==> src/rtl/spike_count_classifier.sv <==
// Purpose: counts spikes per output line over a fixed window and reports the line with the most spikes.
// Latency: result_valid rises WINDOW+NUM_OUTPUTS edges after the edge that accepts start.
// Backpressure: the result is held in DONE until result_ready; start is ignored until the block is back in IDLE.
//
// Ports:
//   clk, rst           clock and asynchronous active-low reset
//   start              begin one window (sampled only in IDLE)
//   spike_in           one spike bit per network output neuron
//   busy               high in COUNT, COMPARE and DONE
//   result_valid       high in DONE; result_ready completes the handshake
//   class_out          index of the winning line (lowest index on ties)
//   count_out          spike count of the winning line
//   no_spike           every line counted zero in the window
module spike_count_classifier #(
  parameter int NUM_OUTPUTS = 1,
  parameter int WINDOW      = 100,
  parameter int COUNT_WIDTH = 8,
  localparam int CLASS_WIDTH = (NUM_OUTPUTS > 1) ? $clog2(NUM_OUTPUTS) : 1
) (
  input  logic                   clk,
  input  logic                   rst,
  input  logic                   start,
  input  logic [NUM_OUTPUTS-1:0] spike_in,
  output logic                   busy,
  output logic                   result_valid,
  input  logic                   result_ready,
  output logic [CLASS_WIDTH-1:0] class_out,
  output logic [COUNT_WIDTH-1:0] count_out,
  output logic                   no_spike
);

  localparam logic [15:0]            TIMER_LOAD = 16'(WINDOW - 1);
  localparam logic [COUNT_WIDTH-1:0] CNT_MAX    = {COUNT_WIDTH{1'b1}};
  localparam logic [CLASS_WIDTH-1:0] LAST_IDX   = CLASS_WIDTH'(NUM_OUTPUTS - 1);

  typedef enum logic [1:0] {
    IDLE    = 2'd0,
    COUNT   = 2'd1,
    COMPARE = 2'd2,
    DONE    = 2'd3
  } state_t;

  state_t state_q, state_d;

  logic [COUNT_WIDTH-1:0] cnt [NUM_OUTPUTS];
  logic [15:0]            timer;
  logic [CLASS_WIDTH-1:0] scan_idx;
  logic [COUNT_WIDTH-1:0] best_cnt;
  logic [CLASS_WIDTH-1:0] best_idx;

  // Running-best candidate including the counter scanned this cycle. Strict
  // greater-than keeps the earlier (lower) index on ties.
  logic                   cand_gt;
  logic [COUNT_WIDTH-1:0] cand_cnt;
  logic [CLASS_WIDTH-1:0] cand_idx;
  logic                   last_scan;

  assign cand_gt   = cnt[scan_idx] > best_cnt;
  assign cand_cnt  = cand_gt ? cnt[scan_idx] : best_cnt;
  assign cand_idx  = cand_gt ? scan_idx : best_idx;
  assign last_scan = (scan_idx == LAST_IDX);

  always_ff @(posedge clk or negedge rst) begin
    if (!rst) state_q <= IDLE;
    else      state_q <= state_d;
  end

  always_comb begin
    state_d      = state_q;
    busy         = 1'b0;
    result_valid = 1'b0;
    case (state_q)
      IDLE: begin
        if (start) state_d = COUNT;
      end
      COUNT: begin
        busy = 1'b1;
        if (timer == 16'd0) state_d = COMPARE;
      end
      COMPARE: begin
        busy = 1'b1;
        if (last_scan) state_d = DONE;
      end
      DONE: begin
        busy         = 1'b1;
        result_valid = 1'b1;
        if (result_ready) state_d = IDLE;
      end
      default: state_d = IDLE;
    endcase
  end

  always_ff @(posedge clk or negedge rst) begin
    if (!rst) begin
      for (int i = 0; i < NUM_OUTPUTS; i++) cnt[i] <= '0;
      timer     <= '0;
      scan_idx  <= '0;
      best_cnt  <= '0;
      best_idx  <= '0;
      class_out <= '0;
      count_out <= '0;
      no_spike  <= 1'b0;
    end else begin
      case (state_q)
        IDLE: begin
          if (start) begin
            for (int i = 0; i < NUM_OUTPUTS; i++) cnt[i] <= '0;
            timer <= TIMER_LOAD;
          end
        end
        COUNT: begin
          for (int i = 0; i < NUM_OUTPUTS; i++) begin
            if (spike_in[i] && (cnt[i] != CNT_MAX)) cnt[i] <= cnt[i] + COUNT_WIDTH'(1);
          end
          if (timer != 16'd0) timer <= timer - 16'd1;
          // Prime the scan so COMPARE starts from index 0 with an empty best.
          scan_idx <= '0;
          best_cnt <= '0;
          best_idx <= '0;
        end
        COMPARE: begin
          best_cnt <= cand_cnt;
          best_idx <= cand_idx;
          scan_idx <= scan_idx + CLASS_WIDTH'(1);
          if (last_scan) begin
            // An all-zero window leaves best at index 0 / count 0.
            class_out <= cand_idx;
            count_out <= cand_cnt;
            no_spike  <= (cand_cnt == '0);
          end
        end
        default: ;
      endcase
    end
  end

endmodule

==> config.mk <==
export PLATFORM = sky130hd
export DESIGN_NAME = spike_count_classifier
export DESIGN_NICKNAME = d
export VERILOG_FILES = /design/src/rtl/spike_count_classifier.sv
export SDC_FILE = /design/constraint.sdc
export NUM_CORES = 1
export LEC_CHECK = 0
export BUFFER_PORTS_ARGS = -buffer_cell sky130_fd_sc_hd__clkbuf_2
export CAP_MARGIN = 15
export CORE_MARGIN = 4
export CORE_UTILIZATION = 60
export DETAILED_ROUTE_END_ITERATION = 7
export GPL_ROUTABILITY_DRIVEN = 0
export PLACE_DENSITY = 0.79
export SYNTH_ARGS = -nofsm -noshare
export SYNTH_HDL_FRONTEND = slang
export SYNTH_SLANG_ARGS = --single-unit
==> constraint.sdc <==
create_clock -name clk -period 2.47 [get_ports clk]
set_input_delay 0.247 -clock clk [delete_from_list [all_inputs] [get_ports clk]]
set_output_delay 0.247 -clock clk [all_outputs]
set_load 0.02 [all_outputs]
Word level (Yosys, flattened, before mapping)
Index checks and enable logic that the tools add are counted.
{ "classes": {"add_sub_neg": 3, "multipliers": 0, "div_mod_pow": 0, "n_lt_le_gt_ge": 2, "n_eq_ne": 10, "shift": 0, "n_mux": 19, "bitwise_logic": 1, "n_reduce_logical": 12} }
{ "op_table": {"columns": ["operator", "count"], "rows": [
  ["16-bit 2-to-1 mux", 2],
  ["8-bit 2-to-1 mux", 4],
  ["16-bit case mux with 2 select lines", 1],
  ["8-bit case mux with 2 select lines", 2],
  ["16-bit zero test", 1],
  ["16-bit nonzero test", 1],
  ["16-bit by 1-bit subtractor with 16-bit output, second input constant", 1],
  ["2-bit inequality test, second input constant", 6],
  ["8-bit by 1-bit adder with 8-bit output, second input constant", 1],
  ["8-bit greater-than comparator", 1],
  ["8-bit zero test", 1],
  ["2-bit 2-to-1 mux", 4],
  ["8-bit inequality test, second input constant", 1],
  ["2-bit case mux with 4 select lines", 1],
  ["3-bit AND reduction", 2],
  ["2-bit equality test, second input constant", 2],
  ["1-bit case mux with 2 select lines", 2],
  ["4-bit AND reduction", 1],
  ["2-bit nonzero test", 2],
  ["1-bit 2-to-1 mux", 3],
  ["3-bit OR reduction", 1],
  ["2-bit by 1-bit equality test with 1-bit output, second input constant", 1],
  ["2-bit zero test", 1],
  ["2-bit AND reduction", 1],
  ["4 further kinds", 4]
]} }
{ "totals": {"ff_bits": 46, "latchBits": 0, "ram_bits": 0, "romBits": 0, "input_bits": 5, "out_inout_bits": 12, "memories": 0} }

Longest topological paths before layout
{ "logic_depth": {"word_depth": 5, "ltp_mapped": 8, "ltp_nobuf": 7} }

Worst setup path before layout
OpenSTA, ideal clock, no wires.
{ "synth_path": {"kind": "register to register", "from": "reg state_q[1]", "to": "reg timer[8]", "setup_time_ps": 120, "arrival_ps": 2099, "t_required_ps": 2350, "path_slack_ps": 251, "path_stages_with_launch": 9, "cell_sequence": "dfrtp_1 -> inv_1 -> ha_1 -> buf_2 -> mux2_2 -> nand2_1 -> a2111oi_0 -> a21oi_1 -> a31o_2"} }
{ "synth_between": {"elab_chain_cells": 3, "word_cells_on_any_way": 7} }
{ "synth_rtl": {"columns": ["element", "line_no", "rtl"], "rows": [
  ["start: declaration", "43", "state_t state_q, state_d;"],
  ["start signal: assignment", "65", "else state_q <= state_d;"],
  ["2-bit by 1-bit equality test with 1-bit output / 2-bit zero test (equally long branches)", "104", "case (state_q)"],
  ["2-bit inequality test (no source line) / 2-bit nonzero test (equally long branches)", null, null],
  ["3-bit AND reduction (no source line)", null, null],
  ["end signal: assignment", "115", "if (timer != 16'd0) timer <= timer - 16'd1;"],
  ["end: declaration", "46", "logic [15:0] timer;"]
]} }
Parallel ways exist; a longest one is shown, timed or not.
A chain may end at the register's enable or synchronous reset.

Worst setup path after layout
Same ends and word-level chain as after synthesis.

==> summary.md <==
| Metric | Value |
|---|---|
| Syn_area_per_cell | 9.04 sq um |
| EDFF count, synth | 0 |
| Chip height | 74.6 um |
| GRT Residual Overflow | 0 |
| Post-DP HPWL | approximately 4100 um |
| Layout cell share with drive strength beyond 1 | around 16% |
| Ys flop type | dfrtp_1 |
| Hold Vio Cnt, Final | 0 |
| CP startpoint kind | flip-flop |
| Placed Area | 2890 sq um |
| IO buf count | 16 |
| Die Area | ~5600 sq um |
| Peak VDD IR | slightly above 0.5 mV |
| Number of setup violations in the final report | 0 |
| Critical path arrival | 2490 ps |
| Total CTS buffers | 5 |
| Worst Tran Pin Value | ~720 ps |
| Post-Syn Nets | 315 |
| FF+latch area | around 1200 sq um |
| Diodes inserted | 0 |
| Vias in the first global route | between 2000 and 2500 |
| Min-delay src | spike_in |
| Non-filler cells, final | ~380 |
| MaxCap Viol Count | 0 |
| Synth Warn # | 0 |
| Area of the multi-input gates | about 1400 sq um |
| Worst-path cell chain | inv_1, ha_1, buf_4, mux2_2, nand2_1, a2111oi_0, buf_4, a21oi_1, a31o_2 |
| Largest net degree at the start of global routing | 26 |
| CTS Root Cell | clkbuf_8 |
| Most used cell, CP | buf_4 |
| Cell-internal power | around 1700 uW |
| Nets | about 350 |
| Cells after DPL | about 370 |
| Hold WC Path Type | in -> reg |
| RSZ-0062 raised after global routing | no |
| Worst setup EP type | flip-flop |
| Fmax | 435 MHz |
| Seq pwr share | roughly a third |
| Mapped Cells | between 200 and 300 |
| CP Launch Point | state_q[1] |
| Ys async rst share | between 90% and 100% |
| Share of the yosys chip area belonging to registers | between 40% and 50% |
| Critical path required time | ~2700 ps |
| Core area | 4140 sq um |
| Clock Skews | between 7 and 8 ps |
| Routed WL per cell | ~16 um |
| Critical path type | reg -> reg |
| Initial antenna violation count | 0 |
| Leakage power | roughly 0.0013 uW |
| Final ANT Viol Nets | 0 |
| Setup TNS | 0 ps |
| DR DRC count | 0 |
| Vias | approximately 2300 |
| Reg2reg start | state_q[1] |
| Status | finished, final reports clean |
| Drt via density | about 6.1 |
| Worst-skew pair later-pin latency | approximately 300 ps |
| Max-slew headroom | approximately 52% |
| CP top delay family | compound AO/OA/AOI/OAI gates |
| First-pass GRT wire length | 9810 um |
| Comb power frac | between 40 and 50% |
| Worst-path clk slew | ~80 ps |
| Slew Limit Fails | 0 |
| Library cells used by synthesis | 44 |
| IO Pins | 17 |
| Post-CTS setup repair buffer count | 0 |
| Gr usage total | 22.9% |
| DR pass1 iterations | 4 |
| Max clock buf depth | 2 |
| H-tree Lvls | 2 |
| Area Growth Syn to Fin | 13.5% |
| Worst-path maximum fanout | 8 |
| Commonest non-fill, non-tap cell in the layout | dfrtp_1 |
| DRT iter0 DRCs | 180 |
| Final period util | just over 90% |
| Mapped Area | approximately 2700 sq um |
| Number of fill cells | 314 |
| Most frequent cells in the layout | 46 x dfrtp_1, 35 x nor2_1, 24 x nand3_1 |
| Die Width | ~75 um |
| Pwr dens | 1010 nW/um^2 |
| Psw | between 1000 and 1500 uW |
| Critical path buffers and inverters | 3 |
| # clock sinks | 46 |
| Number of synthesized register bits | 46 |
| Power Total | 3050 uW |
| Pre-CTS WS | 170 ps |
| CP max stage cell | a2111oi_0 |
| Routed Wire Length | ~5900 um |
| Final WS setup | 169 ps |
| Clk pwr share | approximately 18% |
| Max incr delay on CP | approximately 440 ps |
| Initial Utilization | between 60 and 70% |
| TritonCTS clock tree | yes |
| Fin crit period | approximately 2300 ps |
| Final instance area | 3020 sq um |
| Rows | 23 |
| Sw Share | between 40% and 50% |
[synthesized netlist by cell type, types with 5 or more instances]
cell type | count | area share [%]
nand3_1 | 24 | 4.5
nor3_1 | 8 | 1.5
o22ai_1 | 7 | 1.6
inv_1 | 19 | 2.7
a21oi_1 | 11 | 2.1
nand4_1 | 10 | 2.4
xor2_1 | 6 | 2.0
o21ai_0 | 17 | 3.2
ha_1 | 16 | 7.5
xnor2_1 | 9 | 3.0
nor2b_1 | 5 | 1.2
nand2_1 | 18 | 2.5
clkbuf_1 | 12 | 1.7
a31oi_1 | 8 | 1.9
dfrtp_1 | 46 | 43
nor2_1 | 35 | 4.9
[state kept, by name (all words and copies together) (netlist names)]
register / count
best_cnt: 8
best_idx: 1
class_out: 1
cnt: 8
count_out: 8
no_spike: 1
scan_idx: 1
state_q: 2
timer: 16
[power by group through the flow]
stage	clock network (uW)	logic (uW)	registers, uW
finish	552	1470	1030
global route	593	1630	1050
CTS	564	1440	1030
detailed placement	0	1430	1040
global placement	0	1410	1040
floorplan	0	913	1130
[metal layers]
metal / up-vias / GRT usage [%] / routed length [um]
li1: 1121 / - / -
met1: 1108 / 29.0 / 2570
met2: 71 / 38.6 / 2940
met3: 6 / 4.32 / 324
met4: 0 / 9.09 / 58
met5: - / 0 / 0
[through the flow]
stage	hold WS [ps]	util, %
floorplan	-48.6	-
global placement	253	69.7
detailed placement	260	69.7
CTS	315	72.5
global route	381	72.8
finish	327	72.8
[area by class of cell]
cell class              instances  area share, %
clock buffers                   7           2.53
clock inverters                 1          0.995
flip-flops and latches         46           38.2
well taps                      50           2.07
multi-input cells             216           46.0
repair buffers                 36           7.84
inverters                      19           2.36
[worst paths after layout]
check,to,slack [ps],depth (start not counted)
setup / recovery,timer[8],170,9
hold / removal,cnt[0],330,5
setup reg to reg,timer[8],170,9
hold reg to reg,timer[5],530,2
max in group asynchronous,best_cnt[6],1270,3
min in group asynchronous,cnt[7],470,2
[worst register-to-register path: cells and delay by family, from the launching register on]
family,cells,cell delay (ps)
and+or+nand+nor,1,130
AOI/OAI and AO/OA,3,710
muxes,1,240
DFF,1,420
adders and majority gates,1,210
buffers and inverters,3,500
[logic make-up (layout without fill, tap and decap cells)]
family                   after synthesis  in the layout  share of synthesized area (%)
multiplexers                           5              5                           2.16
AND/OR/NAND/NOR                      117            117                           22.2
flip-flops                            46             46                           43.3
XOR/XNOR                              15             15                           4.94
AO/OA/AOI/OAI                         63             63                           15.3
buffers and inverters                 32             63                           4.56
adder cells (fa/ha/maj)               16             16                           7.53
[timing repair]
item,CTS,global route
gates resized for setup,0,1
hold buffers,1,0
endpoints found under the setup margin,0,3
endpoints found under the hold margin,21,0
(Power assumes the default switching activity.)
